`src/rtl/glyph_rom_pkg.sv`:
```
// Shared constants, pipeline tag type and address helpers for the glyph ROM arbiter.
package glyph_rom_pkg;

  localparam int unsigned GLYPH_DIM  = 50;
  localparam int unsigned NUM_GLYPHS = 10;
  localparam int unsigned ADDR_W     = 15;
  localparam int unsigned GLYPH_W    = 4;
  localparam int unsigned COORD_W    = 6;
  localparam int unsigned ID_W       = 3;
  localparam int unsigned PIX_W      = 2;

  typedef struct packed {
    logic            valid;
    logic [ID_W-1:0] id;
    logic            oor;
  } req_tag_t;

  // Glyphs are stored back to back, row-major within each glyph.
  function automatic logic [ADDR_W-1:0] glyph_addr(
    input logic [GLYPH_W-1:0] glyph,
    input logic [COORD_W-1:0] px,
    input logic [COORD_W-1:0] py
  );
    logic [31:0] full;
    full = 32'(glyph) * 32'(GLYPH_DIM * GLYPH_DIM) + 32'(py) * 32'(GLYPH_DIM) + 32'(px);
    return ADDR_W'(full);
  endfunction

  function automatic logic glyph_oor(
    input logic [GLYPH_W-1:0] glyph,
    input logic [COORD_W-1:0] px,
    input logic [COORD_W-1:0] py
  );
    return (glyph >= GLYPH_W'(NUM_GLYPHS)) ||
           (px >= COORD_W'(GLYPH_DIM)) ||
           (py >= COORD_W'(GLYPH_DIM));
  endfunction

endpackage

```
`src/rtl/glyph_rom_arbiter_rr.sv`:
```
// Combinational round-robin arbiter: first requester at or after i_ptr wins.
module rr_arbiter
  import glyph_rom_pkg::*;
#(
  parameter int unsigned N_REQ = 4
) (
  input  logic [N_REQ-1:0]         i_req,
  input  logic [$clog2(N_REQ)-1:0] i_ptr,
  output logic [N_REQ-1:0]         o_gnt_c,
  output logic [ID_W-1:0]          o_id_c,
  output logic                     o_any_c
);

  localparam int unsigned PTR_W = $clog2(N_REQ);

  logic [PTR_W-1:0] w_idx;

  always_comb begin
    o_gnt_c = '0;
    o_id_c  = '0;
    o_any_c = 1'b0;
    w_idx   = '0;
    for (int unsigned k = 0; k < N_REQ; k++) begin
      w_idx = PTR_W'((32'(i_ptr) + k) % N_REQ);
      if (!o_any_c && i_req[w_idx]) begin
        o_gnt_c[w_idx] = 1'b1;
        o_id_c         = ID_W'(w_idx);
        o_any_c        = 1'b1;
      end
    end
  end

endmodule

```
`src/rtl/glyph_rom_arbiter.sv`:
```
// Shares one 2bpp glyph ROM between N_REQ requesters: round-robin grant,
// ROM address generation, and an id-tagged fixed-latency response pipeline.
module glyph_rom_arbiter
  import glyph_rom_pkg::*;
#(
  parameter int unsigned N_REQ   = 4,
  parameter int unsigned ROM_LAT = 1
) (
  input  logic                     i_vga_clk,
  input  logic                     i_reset,
  input  logic [N_REQ-1:0]         i_req,
  input  logic [N_REQ*GLYPH_W-1:0] i_glyph,
  input  logic [N_REQ*COORD_W-1:0] i_px,
  input  logic [N_REQ*COORD_W-1:0] i_py,
  output logic [N_REQ-1:0]         o_gnt_c,
  output logic                     o_rom_en,
  output logic [ADDR_W-1:0]        o_rom_addr,
  input  logic [PIX_W-1:0]         i_rom_q,
  output logic                     o_rsp_valid,
  output logic [ID_W-1:0]          o_rsp_id,
  output logic [PIX_W-1:0]         o_rsp_data
);

  localparam int unsigned PTR_W = $clog2(N_REQ);

  logic [PTR_W-1:0]       r_ptr;
  logic                   r_rom_en;
  logic [ADDR_W-1:0]      r_rom_addr;
  req_tag_t [ROM_LAT:0]   r_pipe;
  logic                   r_rsp_valid;
  logic [ID_W-1:0]        r_rsp_id;
  logic [PIX_W-1:0]       r_rsp_data;

  logic [N_REQ-1:0]       w_arb_gnt;
  logic [ID_W-1:0]        w_arb_id;
  logic                   w_arb_any;
  logic                   w_any;
  logic [PTR_W-1:0]       w_win;
  logic [PTR_W-1:0]       w_ptr_nxt;
  logic [GLYPH_W-1:0]     w_sel_glyph;
  logic [COORD_W-1:0]     w_sel_px;
  logic [COORD_W-1:0]     w_sel_py;
  logic                   w_oor;
  logic [ADDR_W-1:0]      w_addr;
  req_tag_t               w_tag;
  req_tag_t               w_out_tag;

  rr_arbiter #(
    .N_REQ (N_REQ)
  ) u_rr (
    .i_req   (i_req),
    .i_ptr   (r_ptr),
    .o_gnt_c (w_arb_gnt),
    .o_id_c  (w_arb_id),
    .o_any_c (w_arb_any)
  );

  // Reset masks the grant so nothing is accepted while the pipeline clears.
  assign o_gnt_c   = i_reset ? '0 : w_arb_gnt;
  assign w_any     = w_arb_any & ~i_reset;
  assign w_win     = PTR_W'(w_arb_id);
  assign w_ptr_nxt = (w_win == PTR_W'(N_REQ - 1)) ? '0 : w_win + PTR_W'(1);

  // Route the winner's glyph coordinates to the address logic.
  always_comb begin
    w_sel_glyph = '0;
    w_sel_px    = '0;
    w_sel_py    = '0;
    for (int unsigned i = 0; i < N_REQ; i++) begin
      if (w_arb_gnt[i]) begin
        w_sel_glyph = i_glyph[i*GLYPH_W +: GLYPH_W];
        w_sel_px    = i_px[i*COORD_W +: COORD_W];
        w_sel_py    = i_py[i*COORD_W +: COORD_W];
      end
    end
  end

  assign w_oor  = glyph_oor(w_sel_glyph, w_sel_px, w_sel_py);
  assign w_addr = glyph_addr(w_sel_glyph, w_sel_px, w_sel_py);
  assign w_tag  = '{valid: w_any, id: w_arb_id, oor: w_oor};

  always_ff @(posedge i_vga_clk) begin
    if (i_reset) begin
      r_ptr <= '0;
    end else if (w_any) begin
      r_ptr <= w_ptr_nxt;
    end
  end

  // Out-of-range accesses skip the ROM and leave the last address in place.
  always_ff @(posedge i_vga_clk) begin
    if (i_reset) begin
      r_rom_en   <= 1'b0;
      r_rom_addr <= '0;
    end else begin
      r_rom_en <= w_any & ~w_oor;
      if (w_any && !w_oor) begin
        r_rom_addr <= w_addr;
      end
    end
  end

  always_ff @(posedge i_vga_clk) begin
    if (i_reset) begin
      r_pipe <= '0;
    end else begin
      r_pipe <= {r_pipe[ROM_LAT-1:0], w_tag};
    end
  end

  assign w_out_tag = r_pipe[ROM_LAT];

  always_ff @(posedge i_vga_clk) begin
    if (i_reset) begin
      r_rsp_valid <= 1'b0;
      r_rsp_id    <= '0;
      r_rsp_data  <= '0;
    end else begin
      r_rsp_valid <= w_out_tag.valid;
      r_rsp_id    <= w_out_tag.id;
      r_rsp_data  <= (w_out_tag.valid && !w_out_tag.oor) ? i_rom_q : '0;
    end
  end

  assign o_rom_en    = r_rom_en;
  assign o_rom_addr  = r_rom_addr;
  assign o_rsp_valid = r_rsp_valid;
  assign o_rsp_id    = r_rsp_id;
  assign o_rsp_data  = r_rsp_data;

  a_gnt_onehot: assert property (@(posedge i_vga_clk) $onehot0(o_gnt_c));
  a_gnt_subset: assert property (@(posedge i_vga_clk) (o_gnt_c & ~i_req) == '0);

endmodule

```
`config.mk`:
```
export PLATFORM = sky130hd
export DESIGN_NAME = glyph_rom_arbiter
export DESIGN_NICKNAME = d
export VERILOG_FILES = /design/src/rtl/glyph_rom_pkg.sv /design/src/rtl/glyph_rom_arbiter_rr.sv /design/src/rtl/glyph_rom_arbiter.sv
export SDC_FILE = /design/constraint.sdc
export NUM_CORES = 1
export LEC_CHECK = 0
export CORE_UTILIZATION = 55
export DETAILED_ROUTE_END_ITERATION = 12
export DONT_BUFFER_PORTS = 1
export PLACE_DENSITY = 0.7
export SLEW_MARGIN = 20
export SYNTH_ARGS = -nofsm -noshare
export SYNTH_HDL_FRONTEND = slang
export SYNTH_SLANG_ARGS = --single-unit
```
`constraint.sdc`:
```
create_clock -name i_vga_clk -period 10.2 [get_ports i_vga_clk]
set_input_delay 3.06 -clock i_vga_clk [delete_from_list [all_inputs] [get_ports i_vga_clk]]
set_output_delay 3.06 -clock i_vga_clk [all_outputs]
set_load 0.02 [all_outputs]
```
# Yosys cells after proc, flatten, opt, wreduce, memory -nomap -nowiden
# Index checks and enable logic that the tools add are counted.
# op_classes
reduce_logical	18
n_lt_le_gt_ge	11
n_mul	2
mux	42
n_addsub	6
bitwise_logic	8
eq_ne	1
# ops
cell	count
$mux 6	8
$mux 4	9
$add 15x12->15	1
$add 15x6->15	1
$mul 4x10->13 const B	1
$ge 6x6->1 const B	2
$lt 2x3->1 const B	4
$mux 1	12
$or 4x4->4	3
$mul 6x5->11 const B	1
$mux 2	5
$logic_and 1x1->1	9
$bmux 1 s2	4
$demux 1 s2	4
$ge 2x1->1 const B	4
$logic_not 1->1	5
$add 2x1->2 const B	2
$add 2x2->2 const B	2
$ge 4x4->1 const B	1
$reduce_or 4->1	1
$not 1->1	3
$and 1x1->1	2
$eq 2x2->1 const B	1
$logic_or 1x1->1	2
$reduce_or 2->1	1
# totals
register_bits	34
word_cells	101
output_inout_bits	26
in_bits	72

# Longest topological paths before layout
# depth
word_depth	21
mapped_depth	35
ltp_nobuf	30

# Hierarchy
# Synthesis repeated with hierarchy kept, for this count alone.
# hier_totals
hier_cells	419
area_unflattened_um2	3668.5
# by_module_without_submodules
module	cells_per_inst	seq_area_each_um2	area_each_um2	n_inst
glyph_rom_arbiter	372	680.7	3238.1	1
rr_arbiter	47	0.0	430.4	1

# Worst setup path before layout
# OpenSTA, ideal clock, no wires.
# synth_path
kind	input -> register
startpoint	input port i_req[2]
endpoint	register r_rom_addr[14] (netlist: o_rom_addr[14])
path_buffers	2
t_required_ns	10.114
arrival_ns	9.118
setup_time_ns	0.086
slack_ns	0.996
stages	24
cell_sequence	mux4_2 > or3_1 > a211oi_1 > or4_1 > buf_2 > clkbuf_1 > a211oi_1 > a221oi_1 > fa_1 > ha_1 > ha_1 > a21o_1 > a21oi_1 > xnor2_1 > ha_1 > ha_1 > nand3_1 > a21oi_1 > o41ai_1 > a21oi_1 > xor2_1 > o21ai_0 > xnor2_1 > a211oi_1
# synth_via
elab_chain_cells	21
elab_cells_between_ends	49
cone_classes	add/sub: 2; mul: 2; order compare: 3; mux: 28; bitwise: 4; reduce/logical: 10
# synth_lines
element	line_no	text
start: declaration	glyph_rom_arbiter.sv:11	input logic [N_REQ-1:0] i_req,
parallel branches: the longest is 21 deep, another holds $mux 4	--	
end signal: assignment	glyph_rom_arbiter.sv:98	r_rom_addr <= w_addr;
end: declaration	glyph_rom_arbiter.sv:28	logic [ADDR_W-1:0] r_rom_addr;
# Several ways; the timed one is not identified. The select of a mux whose other input is x is not followed.
# A chain may end at the register's enable or synchronous reset.

# Worst setup path after layout
# Same ends and word-level chain as after synthesis.

==> results.yml <==
status:
  outcome: "finished, violations left"
  violations: "DRC"
hold_path:
  worstHoldPathCells: 1
  hold_start: "r_pipe[7]"
  min_to: "o_rsp_id[1]"
  hp-class: "reg -> reg"
cells_and_area:
  nets: 600
  area_delta_synth_final_pct: 4.573
  most-common-layout-cells: "ha_1 (65), a21oi_1 (43), inv_1 (38), o21ai_0 (31), dfxtp_1 (31)"
  regArea_um2: 620.6
  n_antenna_cell: 0
  mostFrequentLayoutCell: "ha_1"
  drive_above_1_share: 0.07877
  nFillCells: 607
  multiInputGateArea_mm2: 0.002912
synth:
  ys_ff_latch: 31
  yosysTopAreaCell: "ha_1"
  synth-edff-count: 0
  ys_top_cells_by_area: "ha_1 (22%), dfxtp_1 (16%), a21oi_1 (5.7%)"
  syn_area_per_cell_um2: 8.086
  synth.top_cell.area_share: 0.2154
  yosysUniqueCellTypes: 64
  syn_nets: 611
  synth-main-ff-cell: "dfxtp_1"
  ys_async_sr_fraction: 0
  ys.warnings.count: 0
  mappedNetlistArea_mm2: 0.003776
  syn_inst: 467
  seq_area_frac_synth: 0.1643
timing:
  finalHoldViolCount: 0
  clock-skew-final_ns: 0.008249
  finalSetupViolCount: 0
  finalSetupTns_ns: 0
  finalCritPeriodShare: 0.9138
  fmax_mhz: 107.3
  max_slew_margin: 0.4702
  drv_slew: 0
  worst-slew-pin-transition_ns: 0.7947
  fin_crit_ns: 9.321
  rsz0062_at_grt: "false"
floorplanning:
  die_h_um: 84.86
  start_util: 0.5814
  fp.coreArea_mm2: 0.006495
  die_area_mm2: 0.007201
  die_width_um: 84.86
  row_count: 29
  io_pins: 98
worst_setup_path:
  cpMostUsedCell: "ha_1"
  cp-end-kind: "register"
  critical_path_class: "in -> reg"
  reg2reg_slack_ns: 1.98
  required_ns: 10.40
  ff2ff_path_depth: 27
  start_kind: "primary input"
  worst-path-max-fanout: 12
  crit_buf_inv: 0
  r2r_start: "r_ptr[0]"
  r2r_end: "o_rom_addr[14]"
  cp_slowest_stage_delay_ns: 0.56
  arrival_ns: 9.52
  cpMaxStageDelayCell: "a221oi_2"
  crit_path_start: "i_req[2]"
  critical_path.top_delay_family: "compound AO/OA/AOI/OAI gates"
route:
  drt-total-wl_um: 8998
  detail_route.wl_per_cell_um: 16.85
  dr.pass1.iters: 9
  drt_iter0_drc: 164
  num_vias: 3294
  viasPerCell: 6.169
  drc: 4
  postRouteAntennaNets: 0
clock_network:
  clk_latency_ns: 0.28
  cts_tree: "yes"
  hold_buffers: 0
  clock_sinks: 31
  post_cts_buffers: 0
  clkTransAtPathRegs_ns: 0.07
  cts_buffers: 5
  cts_htree_levels: 2
  cts_buffer_depth: 2
  cts-root-buf: "clkbuf_8"
  cts.repair.resized: 0
grt:
  gr-usage-all-layers: 0.2587
  grt_pass1_vias: 3257
  grt_pass1_wl_um: 15240
  gr-total-overflow: 0
  antenna_found_initial: 0
  grt_max_degree: 34
job:
  cap_violations: 0
placement:
  dp_hpwl_um: 7320
  gp_congestion: 0.8580
  io_buffer_count: 0
stage by stage:
step                      setup WS, ns  hold WS (ns)    util  instances  area (um^2)
after floorplan                 0.9963        0.4138       -        467         3776
final                           0.8794        0.4401  0.6080        534         3949
after CTS                       0.8749        0.4413  0.6080        534         3949
after detailed placement        0.6239        0.4247  0.5899        526         3831
after global placement          0.7800        0.4174  0.5899        526         3831
after global routing            0.4199        0.4546  0.6080        534         3949
sequential cells by signal, indices dropped and copies added, names as in the netlist:
register,count
r_ptr,2
o_rsp_data,2
o_rsp_id,2
o_rsp_valid,1
o_rom_en,1
o_rom_addr,15
r_pipe,8
metal layers:
metal	part of all wire	track usage	routed length (um)	vias up
met2	0.48	0.4472	4335	69
met5	0	0	0	-
li1	-	-	-	1662
met3	0.033	0.02821	297	22
met1	0.46	0.3391	4159	1541
met4	0.023	0.08166	206	0
worst max-delay path by stage:
stage	cells past startpoint	to	slack (ns)
4_1_cts	25	o_rom_addr[14]	0.87
2_1_floorplan	24	o_rom_addr[14]	1.0
6_report	25	o_rom_addr[14]	0.88
5_1_grt	25	o_rom_addr[14]	0.42
3_3_place_gp	25	o_rom_addr[14]	0.78
3_5_place_dp	25	o_rom_addr[14]	0.62
logic make-up after synthesis:
logic type	Yosys count	share of synthesized area
AOI/OAI and AO/OA	142	0.2585
and+or+nand+nor	123	0.1637
adders and majority gates	72	0.2525
buffers and inverters	64	0.06925
DFF	31	0.1643
xor gates and xnor gates	23	0.05335
muxes	11	0.03744
other	1	0.0009931
Yosys cell counts, types with 3 or more instances:
cell and n:
ha_1 65, a21oi_1 43, inv_1 38, dfxtp_1 31, o21ai_0 31, nor2_1 29
nand2_1 25, clkbuf_1 16, nor3_1 16, xnor2_1 15, nand3_1 12, a211oi_1 10
nor2b_1 10, a21o_1 8, buf_2 8, xor2_1 8, a221oi_1 7, fa_1 7
and2_1 5, mux2_2 5, nand2b_1 5, a22oi_1 4, mux2i_1 4, nor3b_1 4
o211ai_1 4, o21bai_1 4, and3b_1 3, or3_1 3
worst register-to-register path, stage by stage (launching register included):
cell,delay (ns)
dfxtp_1,0.78
inv_1,0.20
ha_1,0.59
mux4_2,0.67
or3_1,0.33
a211oi_1,0.34
or4_1,0.29
a211oi_2,0.06
a221oi_2,0.56
ha_1,0.34
ha_1,0.29
ha_1,0.32
fa_1,0.48
a21o_1,0.20
a21oi_1,0.22
o21bai_1,0.09
a21oi_1,0.18
xnor2_1,0.16
ha_1,0.27
ha_1,0.36
nand3_1,0.10
a21oi_1,0.06
o41ai_1,0.42
a21oi_1,0.14
xor2_1,0.15
o21ai_0,0.19
xnor2_1,0.10
a211oi_1,0.24
final cells by class:
| cell class | instances | share of cell area |
|---|---|---|
| inverter | 38 | 0.03612 |
| clock inverter | 2 | 0.008872 |
| multi-input combinational | 372 | 0.7373 |
| sequential | 31 | 0.1572 |
| clock buffer | 6 | 0.02091 |
| tap | 77 | 0.02440 |
| timing repair buffer | 8 | 0.01521 |
Power is not shown: default switching activity piles up to over one toggle a cycle in this logic, so the estimate is an artifact.
